File: src/rtl/ihex_pkg.sv
// Shared types and constants for the Intel HEX loader.
package ihex_pkg;

    typedef enum logic [2:0] {
        ST_HUNT,
        ST_HDR,
        ST_DATA,
        ST_CSUM,
        ST_EXEC,
        ST_WRITE,
        ST_DONE
    } state_e;

    // Record types
    localparam logic [7:0] REC_DATA = 8'h00;
    localparam logic [7:0] REC_EOF  = 8'h01;
    localparam logic [7:0] REC_ESA  = 8'h02;
    localparam logic [7:0] REC_SSA  = 8'h03;
    localparam logic [7:0] REC_ELA  = 8'h04;
    localparam logic [7:0] REC_SLA  = 8'h05;

    // Error codes
    localparam logic [2:0] ERR_NONE = 3'd0;
    localparam logic [2:0] ERR_HEX  = 3'd1;
    localparam logic [2:0] ERR_CSUM = 3'd2;
    localparam logic [2:0] ERR_LEN  = 3'd3;
    localparam logic [2:0] ERR_TYPE = 3'd4;

    // Framing characters
    localparam logic [7:0] CH_COLON = 8'h3A;
    localparam logic [7:0] CH_CR    = 8'h0D;
    localparam logic [7:0] CH_LF    = 8'h0A;

endpackage

File: src/rtl/ascii_hex_decode.sv
// ASCII hex digit to nibble; is_hex flags 0-9, A-F, a-f.
module ascii_hex_decode (
    input  logic [7:0] ch,
    output logic [3:0] nibble,
    output logic       is_hex
);

    // Letters share the low-nibble pattern 1..6, so add 9 for both cases.
    always_comb begin
        nibble = 4'h0;
        is_hex = 1'b0;
        if (ch >= 8'h30 && ch <= 8'h39) begin
            nibble = ch[3:0];
            is_hex = 1'b1;
        end else if ((ch >= 8'h41 && ch <= 8'h46) || (ch >= 8'h61 && ch <= 8'h66)) begin
            nibble = ch[3:0] + 4'd9;
            is_hex = 1'b1;
        end
    end

endmodule

File: src/rtl/ihex_loader.sv
// Intel HEX record parser: UART byte stream in, byte-strobed memory writes out,
// plus boot address capture and end-of-file detection.
module ihex_loader
    import ihex_pkg::*;
#(
    parameter int LINE_BYTES = 32
) (
    input  logic        clk_i,
    input  logic        rst_ni,
    input  logic [7:0]  rx_data_i,
    input  logic        rx_valid_i,
    output logic        rx_ready_o,
    output logic        wr_valid_o,
    input  logic        wr_ready_i,
    output logic [31:0] wr_addr_o,
    output logic [31:0] wr_data_o,
    output logic [3:0]  wr_strb_o,
    output logic        boot_valid_o,
    output logic [31:0] boot_addr_o,
    output logic        done_o,
    output logic        err_o,
    output logic [2:0]  err_code_o
);

    localparam int IDX_W = $clog2(LINE_BYTES);
    localparam int CNT_W = IDX_W + 1;

    state_e state_q, state_d;

    logic [31:0]      hdr_q;      // {LL, AAAA, TT} once the header is complete
    logic [2:0]       dig_q;      // header digit index
    logic [3:0]       hi_q;       // high nibble of the byte being assembled
    logic             phase_q;    // 1 = high nibble already held
    logic [7:0]       sum_q;
    logic [CNT_W-1:0] cnt_q;      // data byte count, reused as write index
    logic [7:0]       buf_q [LINE_BYTES];
    logic [31:0]      base_q;

    logic [3:0]  nib;
    logic        is_hex;
    logic        fire;
    logic [31:0] hdr_next;
    logic [7:0]  hdr_byte;
    logic [7:0]  data_byte;
    logic [7:0]  ll;
    logic [15:0] aaaa;
    logic [7:0]  rtype;
    logic        last_idx;
    logic [15:0] buf16;
    logic [31:0] buf32;
    logic [31:0] addr_cur;

    logic        err_set;
    logic [2:0]  err_code_d;
    logic        base_ld;
    logic [31:0] base_d;
    logic        boot_set;
    logic        done_set;

    logic        boot_valid_q;
    logic [31:0] boot_addr_q;
    logic        done_q;
    logic        err_q;
    logic [2:0]  err_code_q;

    ascii_hex_decode u_dec (
        .ch     (rx_data_i),
        .nibble (nib),
        .is_hex (is_hex)
    );

    assign fire      = rx_valid_i && rx_ready_o;
    assign hdr_next  = {hdr_q[27:0], nib};
    assign hdr_byte  = {hdr_q[3:0], nib};
    assign data_byte = {hi_q, nib};
    assign ll        = hdr_q[31:24];
    assign aaaa      = hdr_q[23:8];
    assign rtype     = hdr_q[7:0];
    assign last_idx  = (8'(cnt_q) + 8'd1) == ll;
    assign buf16     = {buf_q[0], buf_q[1]};
    assign buf32     = {buf_q[0], buf_q[1], buf_q[2], buf_q[3]};
    assign addr_cur  = base_q + {16'h0, aaaa} + 32'(cnt_q);

    // Write port is driven only while in WRITE so idle/reset outputs read as zero.
    assign wr_valid_o   = (state_q == ST_WRITE);
    assign wr_addr_o    = wr_valid_o ? addr_cur : 32'h0;
    assign wr_data_o    = wr_valid_o ? {4{buf_q[cnt_q[IDX_W-1:0]]}} : 32'h0;
    assign wr_strb_o    = wr_valid_o ? (4'b0001 << addr_cur[1:0]) : 4'h0;
    assign boot_valid_o = boot_valid_q;
    assign boot_addr_o  = boot_addr_q;
    assign done_o       = done_q;
    assign err_o        = err_q;
    assign err_code_o   = err_code_q;

    // State register.
    always_ff @(posedge clk_i or negedge rst_ni) begin
        if (!rst_ni) state_q <= ST_HUNT;
        else         state_q <= state_d;
    end

    // Next state, byte acceptance and record dispatch decisions.
    always_comb begin
        state_d    = state_q;
        rx_ready_o = 1'b0;
        err_set    = 1'b0;
        err_code_d = ERR_NONE;
        base_ld    = 1'b0;
        base_d     = base_q;
        boot_set   = 1'b0;
        done_set   = 1'b0;
        case (state_q)
            ST_HUNT: begin
                rx_ready_o = 1'b1;
                if (fire && rx_data_i == CH_COLON) state_d = ST_HDR;
            end
            ST_HDR: begin
                rx_ready_o = 1'b1;
                if (fire) begin
                    if (!is_hex) begin
                        err_set = 1'b1; err_code_d = ERR_HEX; state_d = ST_HUNT;
                    end else if (dig_q == 3'd7) begin
                        if (hdr_next[31:24] > 8'(LINE_BYTES)) begin
                            err_set = 1'b1; err_code_d = ERR_LEN; state_d = ST_HUNT;
                        end else if (hdr_next[31:24] == 8'h0) begin
                            state_d = ST_CSUM;
                        end else begin
                            state_d = ST_DATA;
                        end
                    end
                end
            end
            ST_DATA: begin
                rx_ready_o = 1'b1;
                if (fire) begin
                    if (!is_hex) begin
                        err_set = 1'b1; err_code_d = ERR_HEX; state_d = ST_HUNT;
                    end else if (phase_q && last_idx) begin
                        state_d = ST_CSUM;
                    end
                end
            end
            ST_CSUM: begin
                rx_ready_o = 1'b1;
                if (fire) begin
                    if (!is_hex) begin
                        err_set = 1'b1; err_code_d = ERR_HEX; state_d = ST_HUNT;
                    end else if (phase_q) begin
                        state_d = ST_EXEC;
                    end
                end
            end
            ST_EXEC: begin
                state_d = ST_HUNT;
                if (sum_q != 8'h0) begin
                    err_set = 1'b1; err_code_d = ERR_CSUM;
                end else begin
                    case (rtype)
                        REC_DATA: if (ll != 8'h0) state_d = ST_WRITE;
                        REC_EOF: begin
                            if (ll != 8'h0) begin
                                err_set = 1'b1; err_code_d = ERR_LEN;
                            end else begin
                                done_set = 1'b1; state_d = ST_DONE;
                            end
                        end
                        REC_ESA, REC_ELA: begin
                            if (ll != 8'h2) begin
                                err_set = 1'b1; err_code_d = ERR_LEN;
                            end else begin
                                base_ld = 1'b1;
                                base_d  = (rtype == REC_ESA) ? {12'h0, buf16, 4'h0}
                                                             : {buf16, 16'h0};
                            end
                        end
                        REC_SLA: begin
                            if (ll != 8'h4) begin
                                err_set = 1'b1; err_code_d = ERR_LEN;
                            end else begin
                                boot_set = 1'b1;
                            end
                        end
                        default: begin
                            err_set = 1'b1; err_code_d = ERR_TYPE;
                        end
                    endcase
                end
            end
            ST_WRITE: begin
                if (wr_ready_i && last_idx) state_d = ST_HUNT;
            end
            ST_DONE: rx_ready_o = 1'b1;
            default: state_d = ST_HUNT;
        endcase
    end

    // Parser datapath, sticky status and published addresses.
    always_ff @(posedge clk_i or negedge rst_ni) begin
        if (!rst_ni) begin
            hdr_q        <= 32'h0;
            dig_q        <= 3'd0;
            hi_q         <= 4'h0;
            phase_q      <= 1'b0;
            sum_q        <= 8'h0;
            cnt_q        <= '0;
            base_q       <= 32'h0;
            boot_valid_q <= 1'b0;
            boot_addr_q  <= 32'h0;
            done_q       <= 1'b0;
            err_q        <= 1'b0;
            err_code_q   <= ERR_NONE;
        end else begin
            boot_valid_q <= boot_set;
            if (boot_set) boot_addr_q <= buf32;
            if (done_set) done_q <= 1'b1;
            if (err_set) begin
                err_q      <= 1'b1;
                err_code_q <= err_code_d;
            end
            if (base_ld) base_q <= base_d;
            case (state_q)
                ST_HUNT: begin
                    if (fire && rx_data_i == CH_COLON) begin
                        sum_q   <= 8'h0;
                        dig_q   <= 3'd0;
                        phase_q <= 1'b0;
                        cnt_q   <= '0;
                    end
                end
                ST_HDR: begin
                    if (fire && is_hex) begin
                        hdr_q <= hdr_next;
                        dig_q <= dig_q + 3'd1;
                        if (dig_q[0]) sum_q <= sum_q + hdr_byte;
                    end
                end
                ST_DATA, ST_CSUM: begin
                    if (fire && is_hex) begin
                        if (!phase_q) begin
                            hi_q    <= nib;
                            phase_q <= 1'b1;
                        end else begin
                            phase_q <= 1'b0;
                            sum_q   <= sum_q + data_byte;
                            if (state_q == ST_DATA) cnt_q <= cnt_q + CNT_W'(1);
                        end
                    end
                end
                ST_EXEC:  cnt_q <= '0;
                ST_WRITE: if (wr_ready_i) cnt_q <= cnt_q + CNT_W'(1);
                default: ;
            endcase
        end
    end

    // Record data buffer; contents only matter between DATA and WRITE.
    always_ff @(posedge clk_i) begin
        if (state_q == ST_DATA && fire && is_hex && phase_q)
            buf_q[cnt_q[IDX_W-1:0]] <= data_byte;
    end

endmodule

File: config.mk
export PLATFORM = sky130hd
export DESIGN_NAME = ihex_loader
export DESIGN_NICKNAME = d
export VERILOG_FILES = /design/src/rtl/ihex_pkg.sv /design/src/rtl/ascii_hex_decode.sv /design/src/rtl/ihex_loader.sv
export SDC_FILE = /design/constraint.sdc
export NUM_CORES = 1
export LEC_CHECK = 0
export ABC_AREA = 1
export CAP_MARGIN = 30
export CORE_ASPECT_RATIO = 2
export CORE_UTILIZATION = 30
export DETAILED_ROUTE_END_ITERATION = 8
export GPL_ROUTABILITY_DRIVEN = 1
export PLACE_DENSITY = 0.58
export SLEW_MARGIN = 20
export SYNTH_ARGS = -nofsm -noshare
export SYNTH_HDL_FRONTEND = slang
export SYNTH_SLANG_ARGS = --single-unit
File: constraint.sdc
create_clock -name clk_i -period 2.5 [get_ports clk_i]
set_clock_uncertainty 0.05 [all_clocks]
set_input_delay 0.5 -clock clk_i [delete_from_list [all_inputs] [get_ports clk_i]]
set_output_delay 0.5 -clock clk_i [all_outputs]
set_load 0.01 [all_outputs]
# --- Word-level counts from Yosys, hierarchy flattened ---
# Memory sizes are Yosys's and may differ from the RTL's. A register that Yosys moved wholly into a read port is not among the register bits.
# Index checks and enable logic that the tools add are counted.
totals:
  ff_bits: 127
  ramBits: 256
  inputBits: 12
  out_inout_bits: 108
  elab_cells: 181
  mem_count: 1
classes:
  add_sub_neg: 8
  order_cmp: 7
  n_eq_ne: 29
  shifts: 1
  mux: 84
  bitwise_logic: 4
  n_reduce_logical: 34
mem_list:
  columns: ["name", "words", "word_bits", "rd", "rd_ports_with_merged_regs", "wr", "line_no", "source"]
  rows:
  - ["buf_q", 32, 8, 5, 2, 1, "ihex_loader.sv:36", "logic [7:0] buf_q [LINE_BYTES];"]
ops:
  columns: ["operator", "count"]
  rows:
  - ["$mux W32", 3]
  - ["$mux W3", 17]
  - ["$mux W8", 5]
  - ["$mux W1", 33]
  - ["$add A32 B16 Y32", 1]
  - ["$add A32 B6 Y32", 1]
  - ["$mux W6", 5]
  - ["$pmux W6 S4", 1]
  - ["$pmux W8 S3", 1]
  - ["$pmux W3 S7", 1]
  - ["$add A8 B8 Y8", 2]
  - ["$eq A8 B3 Y1 const B", 2]
  - ["$ge A8 B7 Y1 const B", 2]
  - ["$le A8 B7 Y1 const B", 2]
  - ["$logic_not A8 Y1", 2]
  - ["$mux W2", 8]
  - ["$reduce_bool A8 Y1", 2]
  - ["$eq A3 B3 Y1 const B", 4]
  - ["$mux W4", 3]
  - ["$ne A2 B2 Y1 const B", 6]
  - ["$pmux W3 S2", 2]
  - ["$pmux W3 S4", 1]
  - ["$reduce_and A6 Y1", 2]
  - ["$logic_and A1 B1 Y1", 11]
  - ["other kinds (35)", 50]

# --- Depth between registers and ports, before layout ---
logic_depth:
  depth_word: 9
  mapped_depth: 22
  mapped_depth_nobuf: 21

# --- By module ---
# Synthesis repeated with hierarchy kept, for this count alone.
hier_totals:
  cells_unflattened: 1875
  area_unflattened_um2: 18047.3
by_module_without_submodules:
  columns: ["module", "n_inst", "cells_per_inst", "area_each_um2", "seq_area_each_um2"]
  rows:
  - ["ihex_loader", 1, 1842, 17872.1, 10765.3]
  - ["ascii_hex_decode", 1, 33, 175.2, 0.0]

# --- Worst setup path before layout ---
# OpenSTA, ideal clock, no wires.
synth_path:
  kind: "input to register"
  start: "input port rx_data_i[0]"
  end: "register sum_q[4]"
  setup_time_ps: 117
  arrival_ps: 3606
  required_time_ps: 2333
  setup_slack_ps: -1273
  stages: 19
  n_path_buf: 1
  path_cell_list: "inv_1 ha_1 o21ai_0 nand2_1 nand2_1 nand2_2 buf_2 inv_1 nor2_1 ha_1 inv_1 fa_1 inv_1 a21oi_1 o21ai_0 xor2_1 nor2_1 nand3_1 nand2_1"
synth_between:
  elab_chain_len: 9
  elab_cells_between_ends: 29
  classes_between: "3 x add/sub; 6 x order compare; 4 x eq/ne; 9 x mux; 7 x reduce/logical"
synth_rtl:
  columns: ["element", "line_no", "source"]
  rows:
  - ["start, declared", "ihex_loader.sv:10", "input logic [7:0] rx_data_i,"]
  - ["$ge A8 B7 Y1 or $le A8 B7 Y1 (tied branches)", "ascii_hex_decode.sv:15", "end else if ((ch >= 8'h41 && ch <= 8'h46) || (ch >= 8'h61 && ch <= 8'h66)) begin"]
  - ["$logic_and A1 B1 Y1", "ascii_hex_decode.sv:15", null]
  - ["$logic_or A1 B1 Y1", "ascii_hex_decode.sv:15", null]
  - ["$mux W4", "ascii_hex_decode.sv:15", null]
  - ["$mux W4 (*)", "ascii_hex_decode.sv:12", "if (ch >= 8'h30 && ch <= 8'h39) begin"]
  - ["net nib[0]", "ihex_loader.sv:39", "logic [3:0] nib;"]
  - ["$add A8 B8 Y8, on equally long branches", "ihex_loader.sv:243, ihex_loader.sv:233", null]
  - ["$mux W8, on equally long branches", "ihex_loader.sv:238, ihex_loader.sv:233", null]
  - ["$mux W8, on equally long branches", "ihex_loader.sv:237, ihex_loader.sv:230", null]
  - ["$pmux W8 S3 (*)", "ihex_loader.sv:220", "case (state_q)"]
  - ["end signal, assigned", "ihex_loader.sv:233", "if (dig_q[0]) sum_q <= sum_q + hdr_byte;"]
  - ["end signal, assigned", "ihex_loader.sv:243", "sum_q <= sum_q + data_byte;"]
  - ["end, declared", "ihex_loader.sv:34", "logic [7:0] sum_q;"]
# Mark *: on every way through the listed nets, which the timed path passes. The rest lies on a longest branch. The select of a mux whose other input is x is not followed.
# A chain may end at the register's enable or synchronous reset.

# --- Final worst setup path ---
layout_path:
  start: "register cnt_q[1]"
  end: "output port wr_addr_o[25]"
layout_between:
  elab_chain_len: 2
layout_rtl:
  columns: ["element", "line_no", "source"]
  rows:
  - ["start, declared", "ihex_loader.sv:35", "logic [CNT_W-1:0] cnt_q;"]
  - ["start signal, assigned", "ihex_loader.sv:244", "if (state_q == ST_DATA) cnt_q <= cnt_q + CNT_W'(1);"]
  - ["start signal, assigned", "ihex_loader.sv:249", "ST_WRITE: if (wr_ready_i) cnt_q <= cnt_q + CNT_W'(1);"]
  - ["$add A32 B6 Y32", "ihex_loader.sv:82", "assign addr_cur = base_q + {16'h0, aaaa} + 32'(cnt_q);"]
  - ["$mux W32", "ihex_loader.sv:86", "assign wr_addr_o = wr_valid_o ? addr_cur : 32'h0;"]
  - ["end, declared", "ihex_loader.sv:15", "output logic [31:0] wr_addr_o,"]
# Every way passes these cells.

==> results.ini <==
[run_status]
status = finished with violations
violations = setup timing

[floorplanning]
start_util_pct = 30.3
die_h_um = 352
ios = 120
row_count = 128
die_area_sq_mm = 0.0623
core_sq_mm = 0.0607
die_w_um = 177

[timing]
drv_slew = 0
worst_pin_slew_ns = 0.556
max_freq_ghz = 0.282
finalWorstSetupSlack_ns = -1.05
min_period_ns = 3.55
rsz0062_at_grt = true
timing.setup.tns_ns = -52.96
setup_viol = 86
fin_crit_sh_pct = 142
max_slew_margin_pct = 62.9
whs_ns = 0.357
hold_viol = 0

[grt]
gr-usage-all-layers_pct = 20.2
grt_pass1_vias = 16692
grt_pass1_wl_um = 94500
grt_max_degree = 59
grt_overflow = 0
antenna_found_initial = 0

[layout]
nFillCells = 5517
regArea_sq_mm = 0.0108
multi_input_area_sq_mm = 0.00836
layout.nets = 2531
synthToLayoutAreaGrowth_pct = 49.6
mostFrequentLayoutCell = nand2_1
layout-drive-gt1-share_pct = 38.1
finalNonFillerCells = 3272
mostFrequentLayoutCells = nand2_1, buf_4, edfxtp_1
fin_util_pct = 45.2
diodes = 0

[hold_path]
hold_path.class = input port to asynchronous set/reset pin

[placed_design]
place_inst = 3081
post-dp-hpwl_um = 42100
portBuffers = 119
gp_congestion = 0.950

[detailed_routing]
drc_errors = 0
viasPerCell = 4.97
dr.pass1.iters = 8
ant_nets = 0
post_drt_wl_per_cell_um = 19.8
wirelength_um = 64700
vias = 16249
first_iter_violations = 784

[synthesis]
ys_top_cells_by_area = edfxtp_1, dfrtp_1, nand2_1
yosys.area_share.simple_pct = 20.4
synth_top_family_by_area = simple AND/OR/NAND/NOR gates
synth_compound_area_share_pct = 11.0
synth_top_area_share_pct = 41.9
ys.warnings.count = 0
avgSynthCellArea_sq_um = 9.31
synthAdderAreaFrac_pct = 3.64
synth_largest_area_cell = edfxtp_1
syn-num-nets = 2036
synth_xor_area_share_pct = 0.429
syn_inst = 1973
ys_seq_elements = 379
syn-cell-area_sq_mm = 0.0184
ys_seq_area_share_pct = 58.6
synth.area.mux_share_pct = 0.0545
ys_types = 42

[power]
p_per_area_mw_per_mm2 = 609
p_leak_nw = 11.7
ir_worst_vdd_mv = 0.558

[cts]
cts_tree = built
root_buffer = clkbuf_16
clockBufferDepth = 3
cts.htree.levels = 1
cts.sinks = 379
clk_latency_ns = 0.61
cts_buffers = 31
clk_pin_slew_ns = 0.08

[worst_setup_path]
cp.required_ns = 1.95
path_max_fanout = 4
crit_path_start_kind = flip-flop
crit_type = flip-flop to output port
critPathArrivalTime_ns = 3.00
end_kind = output port

[job]
drv_cap = 0

==> area by class of cell <==
cell class                      count  area share, %
Multi-Input combinational cell   1347           30.4
Sequential cell                   379           39.2
Clock inverter                     18          0.583
Timing Repair Buffer              559           20.9
Clock buffer                       39           3.09
Inverter                          150           2.26
Tap cell                          780           3.55
==> through the flow <==
stage	instance area (sq um)	power [W]	setup slack, ns
global route	27500	0.0175	-1.20
floorplan	18700	0.00935	-0.307
global placement	22900	0.0107	-0.848
CTS	26400	0.0166	-1.09
finish	27500	0.0167	-1.05
detailed placement	22900	0.0107	-0.850
==> worst paths after layout <==
kind | start | endpoint | slack [ns] | depth (start not counted)
max in group asynchronous | rst_ni | boot_addr_o[12] | 1.37 | 3
hold reg to reg | done_o | done_o | 0.42 | 2
min in group clk_i | done_o | done_o | 0.42 | 2
hold / removal | rst_ni | base_q[31] | 0.36 | 2
setup / recovery | cnt_q[1] | wr_addr_o[25] | -1.05 | 16
setup reg to reg | cnt_q[0] | state_q[2] | -0.22 | 21
==> cells in the mapped netlist <==
cell,count
nand2_1,490
nor2_1,285
edfxtp_1,256
o21ai_0,182
inv_1,133
dfrtp_1,123
nand3_1,75
o22ai_1,58
a21oi_1,52
ha_1,47
o21ai_1,46
clkbuf_1,38
buf_4,29
buf_2,25
nor3_1,17
o31ai_1,17
nand4_1,15
inv_2,14
nand3b_1,9
nand2_2,7
xor2_1,6
buf_1,5
nand2_4,5
fa_1,4
o211ai_1,4
clkinv_1,3
nor2_2,3
o21bai_1,3
xnor2_1,3
a21boi_0,2
a21o_1,2
a21oi_2,2
a21oi_4,2
nor2_4,2
nor3_2,2
and3_1,1
mux2i_1,1
nand2b_1,1
nand3_2,1
nor3b_1,1
nor4_4,1
or2_2,1
==> critical path, cell delays in order, from the launching register on <==
cell,delay (ns)
dfrtp_2,0.43
ha_4,0.28
ha_4,0.13
inv_2,0.04
fa_2,0.32
inv_2,0.08
nand3_4,0.08
nand2_4,0.08
nand2_2,0.04
o211ai_1,0.13
buf_4,0.20
buf_6,0.09
nand3_2,0.07
nand3b_1,0.11
nand2_1,0.07
nor2_2,0.09
buf_2,0.13
==> power by group <==
group	internal, W	switching [W]	total, W
registers	0.00700	0.000288	0.00729
clock network	0.00263	0.00235	0.00498
logic	0.00192	0.00255	0.00446
total	0.0116	0.00518	0.0167
==> cells by family (layout without fill, tap and decap cells) <==
kind of cell	Yosys count	in the layout
and+or+nand+nor	916	916
DFF	379	379
AOI/OAI and AO/OA	370	370
buffers and inverters	247	766
adders and majority gates	51	51
xor gates and xnor gates	9	9
muxes	1	1
==> layer usage <==
layer | GRT usage, % | wire, um | up-vias
met5 | 0 | 0 | -
met4 | 15.1 | 5280 | 0
met3 | 2.02 | 2740 | 205
met2 | 39.4 | 35500 | 508
met1 | 19.1 | 21200 | 7884
li1 | - | - | 7652
==> flip-flops by register name, summed over array words and instances, names as in the netlist <==
| register | count |
|---|---|
| base_q | 28 |
| hdr_q | 32 |
| state_q | 3 |
| hi_q | 4 |
| err_code_o | 3 |
| boot_addr_o | 32 |
| boot_valid_o | 1 |
| cnt_q | 6 |
| dig_q | 3 |
| sum_q | 8 |
| buf_q | 256 |
| done_o | 1 |
| err_o | 1 |
| phase_q | 1 |
==> what timing repair did <==
action / 4_1_cts / 5_1_grt
resized for setup: 673 / 234
setup buffers: 86 / 31
hold buffers: 1 / 0
pin swaps: 100 / 113
endpoints found under the hold margin: 54 / 0
gates cloned: 22 / 5
setup endpoints to repair: 333 / 79
No activity file was read; power rests on OpenSTA's default activity.
==> RTL change 1: new RTL, config.mk and constraints unchanged <==
Make the reset (`rst_ni`) synchronous in 2 clocked blocks.
--- a/src/rtl/ihex_loader.sv
+++ b/src/rtl/ihex_loader.sv
@@ -93,7 +93,7 @@
     assign err_code_o   = err_code_q;
 
     // State register.
-    always_ff @(posedge clk_i or negedge rst_ni) begin
+    always_ff @(posedge clk_i) begin
         if (!rst_ni) state_q <= ST_HUNT;
         else         state_q <= state_d;
     end
@@ -194,7 +194,7 @@
     end
 
     // Parser datapath, sticky status and published addresses.
-    always_ff @(posedge clk_i or negedge rst_ni) begin
+    always_ff @(posedge clk_i) begin
         if (!rst_ni) begin
             hdr_q        <= 32'h0;
             dig_q        <= 3'd0;
Formal check against the unedited RTL: differs if rst_ni is asserted again (counterexample within 4 cycles, from zero or initial values and one cycle with rst_ni low); with rst_ni held inactive, the same outputs for 4 cycles.
==> RTL change 1 against the unedited design <==
- critical path type unchanged
- the flow still finishes with violations (setup timing)
- critical path depth fell by 2
- design area shrank 6.7%
- synthesized area fell by 0.96%
- sequential cell count is 5 higher
- setup slack lost 2.0 ps
- routed wire length is 0.51% lower
- final cell count shrank 4.0%
- total power is 7.4% lower
- largest power group unchanged
==> RTL change 1: results (changes against the unedited design) <==
| Metric | Value |
|---|---|
| Final WS setup | `-1050 ps (-2.02 ps)` |
| GRT Overall Usage | `20.2% (-0.059 points)` |
| TNS Setup | `-44620 ps (+8340 ps)` |
| Sequential cells | `384 (+1.3%)` |
| GR Layer Usage met1 | `18.9% (-0.22 points)` |
| Outcome | `finished with violations` |
| Pre-Repair DR Iteration Count | `5 (-3)` |
| Hold_ws | `404 ps (+46.8 ps)` |
| FF-to-FF setup slack | `210 ps (+430 ps)` |
| Post-Synth Adder-Cell Area | `3.67% (+0.035 points)` |
| Pwr dens | `604 mW/mm^2 (-0.81%)` |
| Setup bufs post-CTS | `43 (-50%)` |
| Ys async rst share | `0% (-32 points)` |
| Share of cells above drive strength 1 | `34.2% (-3.9 points)` |
| Worst-Margin Slew | `550 ps (-6.22 ps)` |
| Top post-synthesis cells by area | `edfxtp_1 42%, dfxtp_1 14%, nor2_1 7.5%` |
| Register share of total power | `44.0% (+0.5 points)` |
| M1 wire length | `21300 microns (+0.50%)` |
| Mapped cell area | `0.0182 sq mm (-0.96%)` |
| First-pass GRT wire length | `93800 microns (-0.80%)` |
| Largest net degree at the start of global routing | `54 (-8.5%)` |
| Vias/cell | `5.09 (+2.4%)` |
| Multi-input logic area | `0.00839 sq mm (+0.36%)` |
| Failing checks | `setup timing` |
| Count of plain and timing-repair buffers | `448 (-20%)` |
| Placed Cells | `3006 (-2.4%)` |
| Final Setup Violations | `62 (-28%)` |
| Met2 wire len | `35400 microns (-0.35%)` |
| Data buffer area share | `17.3% (-3.5 points)` |
| Global routing usage on met2 | `39.7% (+0.33 points)` |
| Synth top cells by count | `365 x nor2_1, 285 x nand2_1, 256 x edfxtp_1, 213 x o21ai_0, 136 x inv_1` |
| Met3 routed WL | `2250 microns (-18%)` |
| Critical path's slowest cell | `fa_1` |
[RTL change 1: changes by cell type after synthesis, moves of 20 or more]
cell | before | now
o21ai_0 | 182 | 213
o22ai_1 | 58 | 13
nand3_1 | 75 | 97
a21oi_1 | 52 | 126
o221ai_1 | 0 | 44
clkbuf_1 | 38 | 58
o21ai_1 | 46 | 9
dfrtp_1 | 123 | 0
dfxtp_1 | 0 | 128
nor2_1 | 285 | 365
nand2_1 | 490 | 285
[RTL change 1: worst max path at each step]
stage | startpoint | to | slack [ps]
5_1_grt | hdr_q[12] | wr_addr_o[31] | -1150
2_1_floorplan | rx_data_i[1] | sum_q[4] | -230
3_3_place_gp | hdr_q[15] | wr_addr_o[28] | -910
4_1_cts | cnt_q[4] | wr_addr_o[26] | -1080
6_report | hdr_q[12] | wr_addr_o[31] | -1050
3_5_place_dp | hdr_q[15] | wr_addr_o[28] | -940
==> RTL change 2: new RTL, config.mk and constraints unchanged <==
Made on the original files. Change the parameter `LINE_BYTES` from 32 to 16.
--- a/src/rtl/ihex_loader.sv
+++ b/src/rtl/ihex_loader.sv
@@ -3,7 +3,7 @@
 module ihex_loader
     import ihex_pkg::*;
 #(
-    parameter int LINE_BYTES = 32
+    parameter int LINE_BYTES = 16
 ) (
     input  logic        clk_i,
     input  logic        rst_ni,
Behaviour: no difference found for any inputs over 4 cycles, from zero or initial values and one cycle with rst_ni low; that may be too few to reach the edited logic, so the function may still have changed.
==> RTL change 2 against the unedited design <==
- the run still ends with setup timing left
- first-iteration DRC count fell by 34%
- setup slack better by 84 ps
- routed wire length fell by 34%
- sequential share of layout area fell by 2.6 points
- design area is 31% lower
- sequential power fell by 34%
- synthesized area fell by 30%
- total power fell by 33%
- sequential cell count is 129 lower
- largest power group unchanged
==> RTL change 2: results (changes against the unedited design) <==
| Metric | Value |
|---|---|
| Outcome | `finished with violations` |
| Failing checks | `setup timing` |
| DP HPWL | `30100 microns (-29%)` |
| Peak VDD IR | `0.477 mV (-14%)` |
| Drt first-iter violations | `516 (-34%)` |
| Sequential fraction of the synthesis area | `53.3% (-5.3 points)` |
| Top post-synthesis cells by area | `edfxtp_1 30%, dfrtp_1 24%, nand2_1 10%` |
| Pre-Repair DR Iteration Count | `5 (-3)` |
| Slew HR | `62.5% (-0.42 points)` |
| Max reg flops | `128 (-50%)` |
| DP Worst Slack | `-859 ps (-8.66 ps)` |
| First-pass GRT wire length | `65300 microns (-31%)` |
| Vias in the first global route | `12300 (-26%)` |
| Routed WL | `42500 microns (-34%)` |
| Via count | `11800 (-27%)` |
| Netlist cell types | `46 (+9.5%)` |
| Final Setup Violations | `73 (-15%)` |
| Share of cells above drive strength 1 | `34.5% (-3.6 points)` |
| Leakage | `0.00854 uW (-27%)` |
| Ys async rst share | `48.8% (+16 points)` |
| Clock latency on the worst-skew pair | `530 ps (-80 ps)` |
| TNS Setup | `-51330 ps (+1640 ps)` |
| Final WS setup | `-966 ps (+83.6 ps)` |
| Critical path's slowest cell | `fa_1` |
| Layout filler cell count | `4060 (-26%)` |
| Post-synth EDFFs | `128 (-50%)` |
| Delay of the slowest critical-path stage | `550 ps (+120 ps)` |
| Placed Cells | `2301 (-25%)` |
| Avg Cell Area, Syn | `8.74 sq um (-6.1%)` |
| Met3 routed WL | `1270 microns (-54%)` |
| M1 wire length | `14600 microns (-31%)` |
| Crit path DAT | `2920 ps (-80 ps)` |
| Nets | `1914 (-24%)` |
| Final GP Congestion | `0.928 (-2.3%)` |
| Largest net degree at the start of global routing | `71 (+20%)` |
| Synth top cells by count | `358 x nand2_1, 161 x nor2_1, 150 x o21ai_0, 128 x edfxtp_1, 125 x inv_1` |
| Wire per inst | `17.6 microns (-11%)` |
| Cts bufs inserted | `21 (-32%)` |
[RTL change 2: worst max-delay path, delay by kind of cell (launching register included)]
kind            cells  cell delay [ps]
compound gates      1               60
simple gates        6              620
buf+inv             4              360
xor+xnor            1              150
flops               1              340
fa+ha+maj           2              860
[RTL change 2: where the power goes]
group / leakage, uW / total, uW / switching [uW] / internal, uW
Combinational: 0.00527 / 3080 / 1820 / 1260
Sequential: 0.00295 / 4800 / 227 / 4570
Clock: 0.000324 / 3310 / 1570 / 1750
Total: 0.00854 / 11200 / 3620 / 7580
[RTL change 2: layout make-up]
type                       instances  area share [%]
timing repair buffer             423            20.4
multi-input combinational       1021            33.0
inverter                         134            2.77
sequential                       250            36.7
clock inverter                    11           0.545
tap                              545            3.62
clock buffer                      27            3.03
[RTL change 2: timing repair]
item	4_1_cts	5_1_grt
pin swaps	81	75
setup buffers	46	27
hold buffers	1	0
gates resized for setup	487	131
setup endpoints to repair	79	106
hold endpoints to repair	21	0
cloned	5	1
[RTL change 2: cells by family after synthesis]
| group | synth area share [%] |
|---|---|
| flops | 53.3 |
| simple gates | 21.7 |
| compound gates | 12.0 |
| buf+inv | 7.20 |
| mux | 0.164 |
| fa+ha+maj | 5.11 |
| xor+xnor | 0.542 |
[RTL change 2: per-layer routing]
metal  GRT usage [%]  vias to the layer above
met4            12.8                        0
met5               0                        -
met2            38.6                      311
met1            18.4                     5626
li1                -                     5714
met3            1.34                      135
[RTL change 2: worst paths after layout]
| path | start | end | slack, ps | cells past startpoint |
|---|---|---|---|---|
| setup / recovery | hdr_q[12] | wr_addr_o[16] | -970 | 14 |
| min in group clk_i | done_o | done_o | 420 | 2 |
| setup reg to reg | cnt_q[1] | state_q[0] | -450 | 23 |
| max in group asynchronous | rst_ni | boot_addr_o[29] | 1300 | 3 |
| hold / removal | rst_ni | sum_q[1] | 370 | 2 |
| hold reg to reg | done_o | done_o | 420 | 2 |
[RTL change 2: metrics by stage]
| stage | total power [uW] | util, % | hold WS (ps) | instance area [sq um] |
|---|---|---|---|---|
| global placement | 7630 | 38.6 | 394 | 16400 |
| CTS | 11100 | 42.9 | 374 | 18200 |
| floorplan | 6570 | - | 154 | 13200 |
| global route | 11800 | 44.2 | 415 | 18800 |
| detailed placement | 7660 | 38.6 | 394 | 16400 |
| finish | 11200 | 44.2 | 373 | 18800 |
